===== src/rtl/vga_timing.sv =====
// Free-running VGA raster timing generator (800x600 @ 60 Hz defaults) with registered counters
// and strobes. Define VGA_TIMING_ASSERT_EN to compile in simulation-only range/strobe assertions.
module vga_timing #(
    parameter int unsigned HOR_PIXELS     = 800,
    parameter int unsigned HOR_TOTAL_TIME = 1056,
    parameter int unsigned HOR_SYNC_START = 840,
    parameter int unsigned HOR_SYNC_TIME  = 128,
    parameter int unsigned VER_PIXELS     = 600,
    parameter int unsigned VER_TOTAL_TIME = 628,
    parameter int unsigned VER_SYNC_START = 601,
    parameter int unsigned VER_SYNC_TIME  = 4
) (
    input  logic        clk,
    input  logic        rst,
    output logic [10:0] hcount,
    output logic        hsync,
    output logic        hblnk,
    output logic [10:0] vcount,
    output logic        vsync,
    output logic        vblnk
);

    localparam logic [10:0] HLast      = 11'(HOR_TOTAL_TIME - 1);
    localparam logic [10:0] VLast      = 11'(VER_TOTAL_TIME - 1);
    localparam logic [10:0] HPix       = 11'(HOR_PIXELS);
    localparam logic [10:0] VPix       = 11'(VER_PIXELS);
    localparam logic [10:0] HSyncStart = 11'(HOR_SYNC_START);
    localparam logic [10:0] HSyncEnd   = 11'(HOR_SYNC_START + HOR_SYNC_TIME);
    localparam logic [10:0] VSyncStart = 11'(VER_SYNC_START);
    localparam logic [10:0] VSyncEnd   = 11'(VER_SYNC_START + VER_SYNC_TIME);

    logic [10:0] hcount_d;
    logic [10:0] vcount_d;
    logic        hsync_d;
    logic        hblnk_d;
    logic        vsync_d;
    logic        vblnk_d;

    // Strobes are decoded from the next counter values so they land in the same cycle.
    always_comb begin
        hcount_d = hcount + 11'd1;
        vcount_d = vcount;
        if (hcount == HLast) begin
            hcount_d = '0;
            vcount_d = (vcount == VLast) ? '0 : vcount + 11'd1;
        end
        hblnk_d = (hcount_d >= HPix);
        hsync_d = (hcount_d >= HSyncStart) && (hcount_d < HSyncEnd);
        vblnk_d = (vcount_d >= VPix);
        vsync_d = (vcount_d >= VSyncStart) && (vcount_d < VSyncEnd);
    end

    always_ff @(posedge clk or posedge rst) begin
        if (rst) begin
            hcount <= '0;
            vcount <= '0;
            hsync  <= 1'b0;
            hblnk  <= 1'b0;
            vsync  <= 1'b0;
            vblnk  <= 1'b0;
        end else begin
            hcount <= hcount_d;
            vcount <= vcount_d;
            hsync  <= hsync_d;
            hblnk  <= hblnk_d;
            vsync  <= vsync_d;
            vblnk  <= vblnk_d;
        end
    end

`ifdef VGA_TIMING_ASSERT_EN
    hcount_range_a: assert property (@(posedge clk) disable iff (rst)
        32'(hcount) < HOR_TOTAL_TIME);
    vcount_range_a: assert property (@(posedge clk) disable iff (rst)
        32'(vcount) < VER_TOTAL_TIME);
    hsync_in_hblnk_a: assert property (@(posedge clk) disable iff (rst) hsync |-> hblnk);
    vsync_in_vblnk_a: assert property (@(posedge clk) disable iff (rst) vsync |-> vblnk);
`endif

endmodule


===== config.mk =====
export PLATFORM = sky130hd
export DESIGN_NAME = vga_timing
export DESIGN_NICKNAME = d
export VERILOG_FILES = /design/src/rtl/vga_timing.sv
export SDC_FILE = /design/constraint.sdc
export NUM_CORES = 1
export LEC_CHECK = 0
export BUFFER_PORTS_ARGS = -buffer_cell sky130_fd_sc_hd__buf_2
export CORE_MARGIN = 1
export CORE_UTILIZATION = 49
export DETAILED_ROUTE_END_ITERATION = 12
export GPL_ROUTABILITY_DRIVEN = 0
export MAX_ROUTING_LAYER = met4
export PLACE_DENSITY = 0.77
export REMOVE_ABC_BUFFERS = 1
export SYNTH_ARGS = -nofsm -noshare
export SYNTH_HDL_FRONTEND = slang
export SYNTH_SLANG_ARGS = --single-unit

===== constraint.sdc =====
create_clock -name clk -period 2.3 [get_ports clk]
set_input_delay 0.46 -clock clk [delete_from_list [all_inputs] [get_ports clk]]
set_output_delay 0.46 -clock clk [all_outputs]
set_load 0.05 [all_outputs]

==> results of run 1 <==
-- through the flow --
| step | cells | util [%] | TNS, ns | cell area, sq um | hold slack (ns) |
|---|---|---|---|---|---|
| after floorplan | 140 | - | -0.624 | 1420 | 0.500 |
| after global placement | 214 | 61.7 | 0 | 1720 | 0.489 |
| after detailed placement | 214 | 61.7 | -0.0855 | 1720 | 0.520 |
| after CTS | 219 | 63.7 | 0 | 1770 | 0.177 |
| after global routing | 220 | 65.4 | -0.0491 | 1820 | 0.166 |
| final | 220 | 65.4 | -0.000155 | 1820 | 0.159 |
-- metal layers --
layer	vias to the layer above	track usage (%)	routed length, um
li1	620	-	-
met1	640	31.5	1500
met2	52	39.7	1920
met3	6	2.76	225
met4	0	9.06	30
met5	-	-	0
-- layout by cell type, fill, tap and decap left out, drive strengths merged, types with 2 or more instances in the layout --
master   n
buf     45
dfrtp   26
nand2   12
nand3   11
xor2    10
nor2     9
nand4    7
inv      7
o21ai    7
and3     5
and4     4
xnor2    4
nor3     4
clkbuf   4
a21oi    3
nor4     3
nor4b    2
and2     2
nor4bb   2
o31ai    2
a211oi   2
ha       2
-- worst reg2reg max path: cells and delay by family, from the launching register on --
| family | cells | cell delay, ns |
|---|---|---|
| compound gates | 4 | 0.93 |
| simple gates | 2 | 0.85 |
| flops | 1 | 0.45 |
-- power by group through the flow --
stage,Clock [W],Combinational (W),Sequential (W)
after detailed placement,0,0.0000117,0.000466
after global placement,0,0.0000113,0.000466
after global routing,0.000262,0.0000129,0.000457
final,0.000234,0.0000107,0.000457
after floorplan,0,0.00000679,0.000466
after CTS,0.000235,0.0000117,0.000457
-- repair_timing --
action                                  4_1_cts  5_1_grt
gates resized for setup                       2        7
endpoints found under the setup margin        2        2
pin swaps                                     2        3
cloned                                        0        0
buffers inserted                              1        1
-- flip-flops by register name, indices dropped and copies added, names as in the netlist --
name and cells:
hblnk 1, vblnk 1, vsync 1, vcount 11, hcount 11, hsync 1
-- worst max path at each step --
stage / endpoint / slack [ns] / depth (start not counted)
detailed placement: vsync / -0.08 / 7
CTS: vsync / 0.02 / 7
global placement: vsync / 0.01 / 7
finish: vsync / -0.0002 / 6
floorplan: vsync / -0.32 / 6
global route: vsync / -0.05 / 6
-- kinds of logic (layout without fill, tap and decap cells) --
group,count (synthesis),in the layout,share of synthesized area [%]
adder cells (fa/ha/maj),2,2,1.72
AND/OR/NAND/NOR,66,66,27.8
flip-flops,26,26,44.8
multiplexers,2,2,1.46
buffers and inverters,11,56,3.88
XOR/XNOR,14,14,8.44
AO/OA/AOI/OAI,23,23,11.9
-- layout make-up --
cell class	instances	area, sq um	area share (%)
multi-input cells	107	796	43.8
flip-flops and latches	26	651	35.8
repair buffers	45	270	14.9
well taps	31	38.8	2.13
clock buffers	4	36.3	2.00
inverters	7	26.3	1.45
==> qor.txt, run 1 <==
CTS tree - built
most frequent cell after synthesis - dfrtp_1
clock skew - 0.00612 ns
IO Count - 28
Num CTS Buffers - 3
die width - 56.4 um
Sw Pwr - 0.000146 W
run status - finished, violations left
num rows - 19
Worst EP arrival - 2.54 ns
Die Y - 56.4 um
Final Power - 0.000702 W
clock power share - 33.3%
leakage power - 0.935 nW
CP Data Required Time - 2.54 ns
hold buffers post-CTS - 0
combinational power share - 1.5%
synthesis-stage register bit count - 26
fin crit share - 100%
Clock transition at path regs - 0.14 ns
CP Launch Point - hcount[5]
crit-path cells - or4_4 > o31ai_1 > o211ai_1 > a21oi_1 > a211oi_2 > nor4bb_4
Detail Route Antenna Nets - 0
Starting Density - 52.2%
yosys warns - 0
r2r setup slk - -0.0002 ns
failing checks - setup timing
Crit Path Class - flip-flop to flip-flop
Top FF cell, synth - dfrtp_1
share of cells above drive strength 1 - 33.9%
# H-tree levels - 1
final hold viol count - 0
leading post-synthesis cells by cell area - dfrtp_1 45%, xor2_1 6.0%, nand3_1 3.8%
FILL cells - 223
Global Route Usage Sum - 24.4%
# setup viols final - 1
area of the die - 3190 sq um
Clock Latency Late Sink - 0.32 ns
CORE AREA - 2780 sq um
Max Cap Viol - 0
final layout net count - 194
share of the synthesized area in the top cell type - 44.8%
via count - 1318
top cells by count, synth - 26 x dfrtp_1, 11 x nand2_1, 11 x nand3_1
antenna violations before repair - 0
DR iter-0 viols - 48
n_diodes - 0
Crit Reg-Reg Startpoint - hcount[5]
crit end category - flip-flop
CTS root buf - clkbuf_4
remaining global-route overflow - 0
first-pass GRT wire length - 5820 um
DP HPWL - 2610 um
max incr delay on CP - 0.57 ns
CTS max path bufs - 2
final WL - 3680 um
residual DRC count - 0
peak supply drop - 435 uV
Worst Setup Start Kind - flip-flop
worst-path maximum fanout - 4
clock sink count - 26
final worst slack - -0.000155 ns
Mapped Area - 1450 sq um
Cell variety after synth - 43
cell taking the most area after synthesis - dfrtp_1
Avg WL per Cell - 16.7 um
vias in the first global route - 1266
Critical path buffers and inverters - 0
P per Cell Area - 386 nW/um^2
Hold/Removal Path Class - primary input to asynchronous set/reset pin
slowest stage cell, crit path - or4_4
Syn-to-layout area delta - 25.2%
Seq/Total Area, Yosys - 44.8%
number of flops mapped to enable cells by yosys - 0
part of the power in registers - 65.1%
max-slew violations - 0
r2r endpoint - vsync
Syn Area/Cell - 10.1 sq um
I/O Buffers - 27
Worst Reg-to-Reg Cells - 6
unrepaired setup endpoints after global routing - yes
Pint - 0.000556 W
iteration count of the initial detailed-routing pass - 4
ys async rst share - 100%
largest net degree at the start of global routing - 27
Worst slew margin - 67.5%
Syn Inst Count - 144
sw frac - 20.8%
Tightest Pin Transition - 0.484 ns
vias per cell - 5.99
pre-CTS WS - -0.0805 ns
kind of cell adding the most delay to the critical path - compound AO/OA/AOI/OAI gates
Max Clk Rate - 0.435 GHz
Tmin final - 2.30 ns
Note: power is estimated with default switching activity, not from simulation.
==> run 2, diff against run 1 <==
--- a/config.mk
+++ b/config.mk
@@ -7,4 +7,5 @@
 export LEC_CHECK = 0
 export BUFFER_PORTS_ARGS = -buffer_cell sky130_fd_sc_hd__buf_2
+export CORE_ASPECT_RATIO = 1.2
 export CORE_MARGIN = 1
 export CORE_UTILIZATION = 49
@@ -14,4 +15,5 @@
 export PLACE_DENSITY = 0.77
 export REMOVE_ABC_BUFFERS = 1
+export SLEW_MARGIN = 20
 export SYNTH_ARGS = -nofsm -noshare
 export SYNTH_HDL_FRONTEND = slang
==> constraint.sdc (replaced) <==
create_clock -name clk -period 2.3 [get_ports clk]
set_input_delay 0 -clock clk [delete_from_list [all_inputs] [get_ports clk]]
set_output_delay 0 -clock clk [all_outputs]
set_load 0.05 [all_outputs]
==> run 2 against run 1 <==
Against the previous run:
- critical path depth unchanged
- critical endpoint unchanged
- register-to-register slack worse by 0.02 ns
- clock skew up 0.011 ns
- worst hold slack better by 0.25 ns
- power up 0.34%
- highest routed layer unchanged
- core utilization grew 0.77 points
- clock-buffer cell count is the same
- combinational power about the same
- cell count up 2.7%
- setup slack got worse by 0.024 ns
- die area about the same
- fmax down 1.0%
- critical path type unchanged
- the flow still finishes with violations (setup timing)
==> qor.txt, run 2 (synthesis gave the netlist of run 1 again) <==
run status - finished, violations left (unchanged)
failing checks - setup timing (unchanged)
largest net degree at the start of global routing - 27 (unchanged)
Pint - 0.000556 W (about the same)
area of the die - 3190 sq um (about the same)
CTS tree - built (unchanged)
Worst slew margin - 34.8% (was 67.5%)
# H-tree levels - 1 (unchanged)
I/O Buffers - 27 (unchanged)
Starting Density - 51.7% (was 52.2%)
Worst EP arrival - 2.59 ns (was 2.54 ns)
CP Launch Point - hcount[6] (was hcount[5])
clock skew - 0.0173 ns (was 0.00612 ns)
CP Data Required Time - 2.56 ns (was 2.54 ns)
n_diodes - 0 (unchanged)
CTS max path bufs - 2 (unchanged)
final WL - 3770 um (was 3680 um)
Max Clk Rate - 0.430 GHz (was 0.435 GHz)
Syn-to-layout area delta - 28.0% (was 25.2%)
max-slew violations - 0 (unchanged)
die width - 51.7 um (was 56.4 um)
Tmin final - 2.32 ns (was 2.30 ns)
Crit Reg-Reg Startpoint - hcount[6] (was hcount[5])
crit end category - flip-flop (unchanged)
Crit Path Class - flip-flop to flip-flop (unchanged)
leakage power - 0.952 nW (was 0.935 nW)
final worst slack - -0.0242 ns (was -0.000155 ns)
worst-path maximum fanout - 3 (was 4)
remaining global-route overflow - 0 (unchanged)
via count - 1330 (was 1318)
Tightest Pin Transition - 0.976 ns (was 0.484 ns)
crit-path cells - or4_4 > o31ai_1 > o211ai_1 > a21oi_1 > a211oi_2 > nor4bb_4 (unchanged)
Avg WL per Cell - 16.7 um (about the same)
Min Hold Slack - 0.410 ns (was 0.159 ns)
# setup viols final - 1 (unchanged)
fin crit share - 101% (was 100%)
clock power share - 33.6% (was 33.3%)
iteration count of the initial detailed-routing pass - 4 (unchanged)
vias in the first global route - 1311 (was 1266)
sw frac - 21.0% (was 20.8%)
residual DRC count - 0 (unchanged)
Hold/Removal Path Class - primary input to asynchronous set/reset pin (unchanged)
Worst Setup Start Kind - flip-flop (unchanged)
Max Cap Viol - 0 (unchanged)
final hold viol count - 0 (unchanged)
peak supply drop - 321 uV (was 435 uV)
clock sink count - 26 (unchanged)
IO Count - 28 (unchanged)
Detail Route Antenna Nets - 0 (unchanged)
share of cells above drive strength 1 - 34.9% (was 33.9%)
Worst Reg-to-Reg Cells - 6 (unchanged)
CORE AREA - 2810 sq um (was 2780 sq um)
num rows - 21 (was 19)
P per Cell Area - 379 nW/um^2 (was 386 nW/um^2)
Global Route Usage Sum - 26.5% (was 24.4%)
DR iter-0 viols - 61 (was 48)
commonest cells after routing, fill and taps aside - 27 x buf_2, 26 x dfrtp_1, 19 x buf_4 (was 27 x buf_2, 26 x dfrtp_1, 18 x buf_4)
Top Registers - hcount x11, vcount x11 (unchanged)
vias per cell - 5.88 (was 5.99)
Sw Pwr - 0.000148 W (was 0.000146 W)
r2r endpoint - vsync (unchanged)
Die Y - 61.6 um (was 56.4 um)
unrepaired setup endpoints after global routing - yes (unchanged)
antenna violations before repair - 0 (unchanged)
r2r setup slk - -0.02 ns (was -0.0002 ns)
Clock Latency Late Sink - 0.34 ns (was 0.32 ns)
Clock transition at path regs - 0.15 ns (was 0.14 ns)
first-pass GRT wire length - 5890 um (was 5820 um)
part of the power in registers - 64.9% (was 65.1%)
Layout Utilization - 66.1% (was 65.4%)
slowest stage cell, crit path - or4_4 (unchanged)
DP HPWL - 2710 um (was 2610 um)
max incr delay on CP - 0.57 ns (about the same)
combinational power share - 1.5% (about the same)
final layout net count - 197 (was 194)
Num CTS Buffers - 3 (unchanged)
commonest non-fill, non-tap cell in the layout - buf_2 (unchanged)
CTS root buf - clkbuf_4 (unchanged)
==> run 2: layout make-up <==
| type | instances | area [sq um] |
|---|---|---|
| Clock buffer | 4 | 36.3 |
| Fill cell | 226 | 952 |
| Inverter | 7 | 26.3 |
| Multi-Input combinational cell | 107 | 805 |
| Sequential cell | 26 | 651 |
| Tap cell | 34 | 42.5 |
| Timing Repair Buffer | 48 | 299 |
==> run 2: per-stage QoR <==
stage,std cells,setup slack (ns),cell area (sq um),setup TNS [ns],total power [W]
3_3_place_gp,218,0.0460,1730,0,0.000476
2_1_floorplan,140,-0.324,1420,-0.624,0.000473
6_report,226,-0.0242,1860,-0.0242,0.000704
5_1_grt,226,-0.129,1860,-0.161,0.000725
4_1_cts,223,0.0134,1770,0,0.000708
3_5_place_dp,218,-0.0316,1730,-0.0316,0.000476
==> run 2: layer usage <==
layer	GRT usage, %	vias to the layer above	share of wire, %
li1	-	619	-
met1	28.7	655	39
met2	47.5	47	54
met3	2.72	9	4.2
met4	14.3	0	2.6
met5	-	-	0
==> run 2: repair_timing <==
action	4_1_cts	5_1_grt
buffers inserted	0	3
setup endpoints to repair	2	2
pin swaps	1	6
resized for setup	0	11
hold endpoints to repair	26	0
hold buffers	1	0
==> run 2: worst max path at each step <==
stage,slack (ns),to,cells past startpoint
finish,-0.02,vsync,6
global route,-0.13,vsync,6
CTS,0.01,vsync,6
detailed placement,-0.03,vsync,6
global placement,0.05,vsync,7
floorplan,-0.32,vsync,6
==> run 2: power groups by stage <==
| stage | Sequential [W] | Combinational, W | Clock, W |
|---|---|---|---|
| floorplan | 0.000466 | 0.00000679 | 0 |
| global placement | 0.000466 | 0.00000978 | 0 |
| detailed placement | 0.000466 | 0.0000103 | 0 |
| CTS | 0.000457 | 0.0000115 | 0.000239 |
| global route | 0.000457 | 0.0000129 | 0.000255 |
| finish | 0.000457 | 0.0000106 | 0.000236 |
==> run 2: worst max-delay path: cells and delay by family, from the launching register on <==
family	cells	cell delay, ns
flops	1	0.43
compound gates	4	0.96
simple gates	2	0.86
==> run 3, diff against run 2 <==
ABC_AREA = 1   (was unset)
==> run 3 against run 2 <==
Against the previous run:
- the run now ends clean
- sequential power barely moved
- sequential share of layout area is 2.7 points higher
- cell count grew 18%
- largest cell class unchanged
- synthesized cell count is 40% higher
- setup slack improved by 0.40 ns
- highest routed layer unchanged
- worst hold slack worse by 0.12 ns
- power is 11% higher
==> qor.txt, run 3 <==
run status - finished clean (was finished, violations left)
clock power share - 40.3% (was 33.6%)
vias per cell - 5.10 (was 5.88)
largest net degree at the start of global routing - 27 (unchanged)
Tightest Pin Transition - 0.912 ns (was 0.976 ns)
CTS max path bufs - 2 (unchanged)
CORE AREA - 2860 sq um (was 2810 sq um)
vias in the first global route - 1380 (was 1311)
IO Count - 28 (unchanged)
post-route setup TNS - 0 ns (was -0.0242 ns)
CTS root buf - clkbuf_4 (unchanged)
CTS tree - built (unchanged)
DP HPWL - 2290 um (was 2710 um)
leakage power - 1.04 nW (was 0.952 nW)
Post-CTS Resized - 0 (unchanged)
Avg WL per Cell - 11.3 um (was 16.7 um)
commonest cells after routing, fill and taps aside - 54 x nand2_1, 36 x inv_1, 27 x buf_2 (was 27 x buf_2, 26 x dfrtp_1, 19 x buf_4)
Die Y - 62.8 um (was 61.6 um)
n_diodes - 0 (unchanged)
number of flops mapped to enable cells by yosys - 0 (unchanged)
Detail Route Antenna Nets - 0 (unchanged)
residual DRC count - 0 (unchanged)
Global Route Usage Sum - 22.3% (was 26.5%)
Syn Area/Cell - 7.48 sq um (was 10.1 sq um)
combinational power share - 1.4% (was 1.5%)
Top Registers - hcount x11, vcount x11 (unchanged)
DR iter-0 viols - 52 (was 61)
Tmin final - 1.93 ns (was 2.32 ns)
Worst Setup Start Kind - flip-flop (unchanged)
# H-tree levels - 1 (unchanged)
peak supply drop - 385 uV (was 321 uV)
unrepaired setup endpoints after global routing - no (was yes)
hold buffers post-CTS - 1 (unchanged)
clock sink count - 26 (unchanged)
Crit Path Class - flip-flop to flip-flop (unchanged)
most frequent cell after synthesis - nand2_1 (was dfrtp_1)
Clock Latency Late Sink - 0.33 ns (was 0.34 ns)
I/O Buffers - 27 (unchanged)
Max Cap Viol - 0 (unchanged)
Starting Density - 52.8% (was 51.7%)
Top FF cell, synth - dfrtp_1 (unchanged)
antenna violations before repair - 0 (unchanged)
synthesis-stage register bit count - 26 (unchanged)
final hold viol count - 0 (unchanged)
via count - 1361 (was 1330)
pre-CTS WS - 0.380 ns (was -0.0316 ns)
part of the power in registers - 58.4% (was 64.9%)
cell taking the most area after synthesis - dfrtp_1 (unchanged)
share of the synthesized area in the top cell type - 43.0% (was 44.8%)
first-pass GRT wire length - 5470 um (was 5890 um)
Pint - 0.000635 W (was 0.000556 W)
Syn Inst Count - 202 (was 144)
crit end category - flip-flop (unchanged)
commonest non-fill, non-tap cell in the layout - nand2_1 (was buf_2)
num rows - 21 (unchanged)
fin crit share - 83.7% (was 101%)
share of cells above drive strength 1 - 18.9% (was 34.9%)
# setup viols final - 0 (was 1)
CP Data Required Time - 2.57 ns (was 2.56 ns)
leading post-synthesis cells by cell area - dfrtp_1 43%, nand2_1 13%, inv_1 9.2% (was dfrtp_1 45%, xor2_1 6.0%, nand3_1 3.8%)
die width - 52.7 um (was 51.7 um)
Max Clk Rate - 0.519 GHz (was 0.430 GHz)
clock skew - 0.0122 ns (was 0.0173 ns)
final WL - 3010 um (was 3770 um)
Min Hold Slack - 0.295 ns (was 0.410 ns)
max-slew violations - 0 (unchanged)
sw frac - 18.9% (was 21.0%)
Num CTS Buffers - 3 (unchanged)
ys async rst share - 100% (unchanged)
Mapped Area - 1510 sq um (was 1450 sq um)
iteration count of the initial detailed-routing pass - 4 (unchanged)
Hold/Removal Path Class - primary input to asynchronous set/reset pin (unchanged)
yosys warns - 0 (unchanged)
final layout net count - 238 (was 197)
remaining global-route overflow - 0 (unchanged)
Seq/Total Area, Yosys - 43.0% (was 44.8%)
top cells by count, synth - 54 x nand2_1, 37 x inv_1, 26 x dfrtp_1 (was 26 x dfrtp_1, 11 x nand2_1, 11 x nand3_1)
Worst slew margin - 38.8% (was 34.8%)
Layout Utilization - 60.3% (was 66.1%)
final worst slack - 0.374 ns (was -0.0242 ns)
worst-path maximum fanout - 19 (was 3)
Post-CTS Setup Inserts - 0 (unchanged)
area of the die - 3310 sq um (was 3190 sq um)
Syn-to-layout area delta - 14.3% (was 28.0%)
Worst EP arrival - 2.20 ns (was 2.59 ns)
Sw Pwr - 0.000148 W (about the same)
Final Power - 0.000783 W (was 0.000704 W)
Clock transition at path regs - 0.15 ns (about the same)
Cell variety after synth - 25 (was 43)
P per Cell Area - 453 nW/um^2 (was 379 nW/um^2)
run 3: cell count changes in the layout (fill, tap and decap cells not counted), moves of 3 or more:
cell and change:
and4_1 -4, buf_4 -18, xnor2_1 -4, inv_1 +29, nand2_1 +44, nor2_1 +10
nor2_4 +3, and3_1 -5, nand3_1 +14
run 3: worst max-delay path: stages (launching register included):
cell	delay [ns]
dfrtp_1	0.43
ha_1	0.26
nand4_2	0.14
nor2_4	0.05
buf_4	0.20
nand3_1	0.10
nand2_1	0.09
nor2_1	0.15
o21ai_1	0.09
a21oi_1	0.17
nand2_1	0.08
nor2_1	0.11
run 3: metrics by stage:
stage	cells	cell area, sq um
6_report	267	1730
5_1_grt	267	1730
4_1_cts	267	1730
3_5_place_dp	262	1670
3_3_place_gp	262	1670
2_1_floorplan	200	1480
run 3: worst paths after layout:
kind	startpoint	endpoint	slack (ns)	cells past startpoint
setup / recovery	hcount[0]	vsync	0.37	11
hold / removal	rst	hblnk	0.29	3
setup reg to reg	hcount[0]	vsync	0.37	11
hold reg to reg	hcount[0]	hcount[0]	0.51	1
max in group asynchronous	rst	vcount[4]	1.57	3
min in group clk	hcount[0]	hcount[0]	0.51	1
run 3: final cells by class:
| type | count | area, sq um |
|---|---|---|
| clock buffers | 3 | 22.5 |
| clock inverters | 1 | 30.0 |
| fillers | 280 | 1140 |
| inverters | 38 | 143 |
| multi-input cells | 136 | 687 |
| flip-flops and latches | 26 | 651 |
| well taps | 34 | 42.5 |
| repair buffers | 29 | 153 |
run 3: kinds of logic after synthesis:
logic type / after synthesis / share of synthesized area [%]
xor+xnor: 6 / 3.48
flops: 26 / 43.0
simple gates: 115 / 35.3
buf+inv: 40 / 11.5
fa+ha+maj: 2 / 1.66
compound gates: 13 / 5.05
run 3: power by group through the flow:
| stage | clock network [W] | registers, W | logic, W |
|---|---|---|---|
| global placement | 0 | 0.000466 | 0.00000994 |
| global route | 0.000331 | 0.000457 | 0.0000129 |
| floorplan | 0 | 0.000466 | 0.00000679 |
| detailed placement | 0 | 0.000466 | 0.0000100 |
| finish | 0.000315 | 0.000457 | 0.0000108 |
| CTS | 0.000318 | 0.000457 | 0.0000113 |
run 3: routing by layer:
layer	part of all wire (%)	track usage, %
met1	43	25.3
met2	52	38.3
met3	3.5	2.43
met4	1.8	9.87
met5	0	-
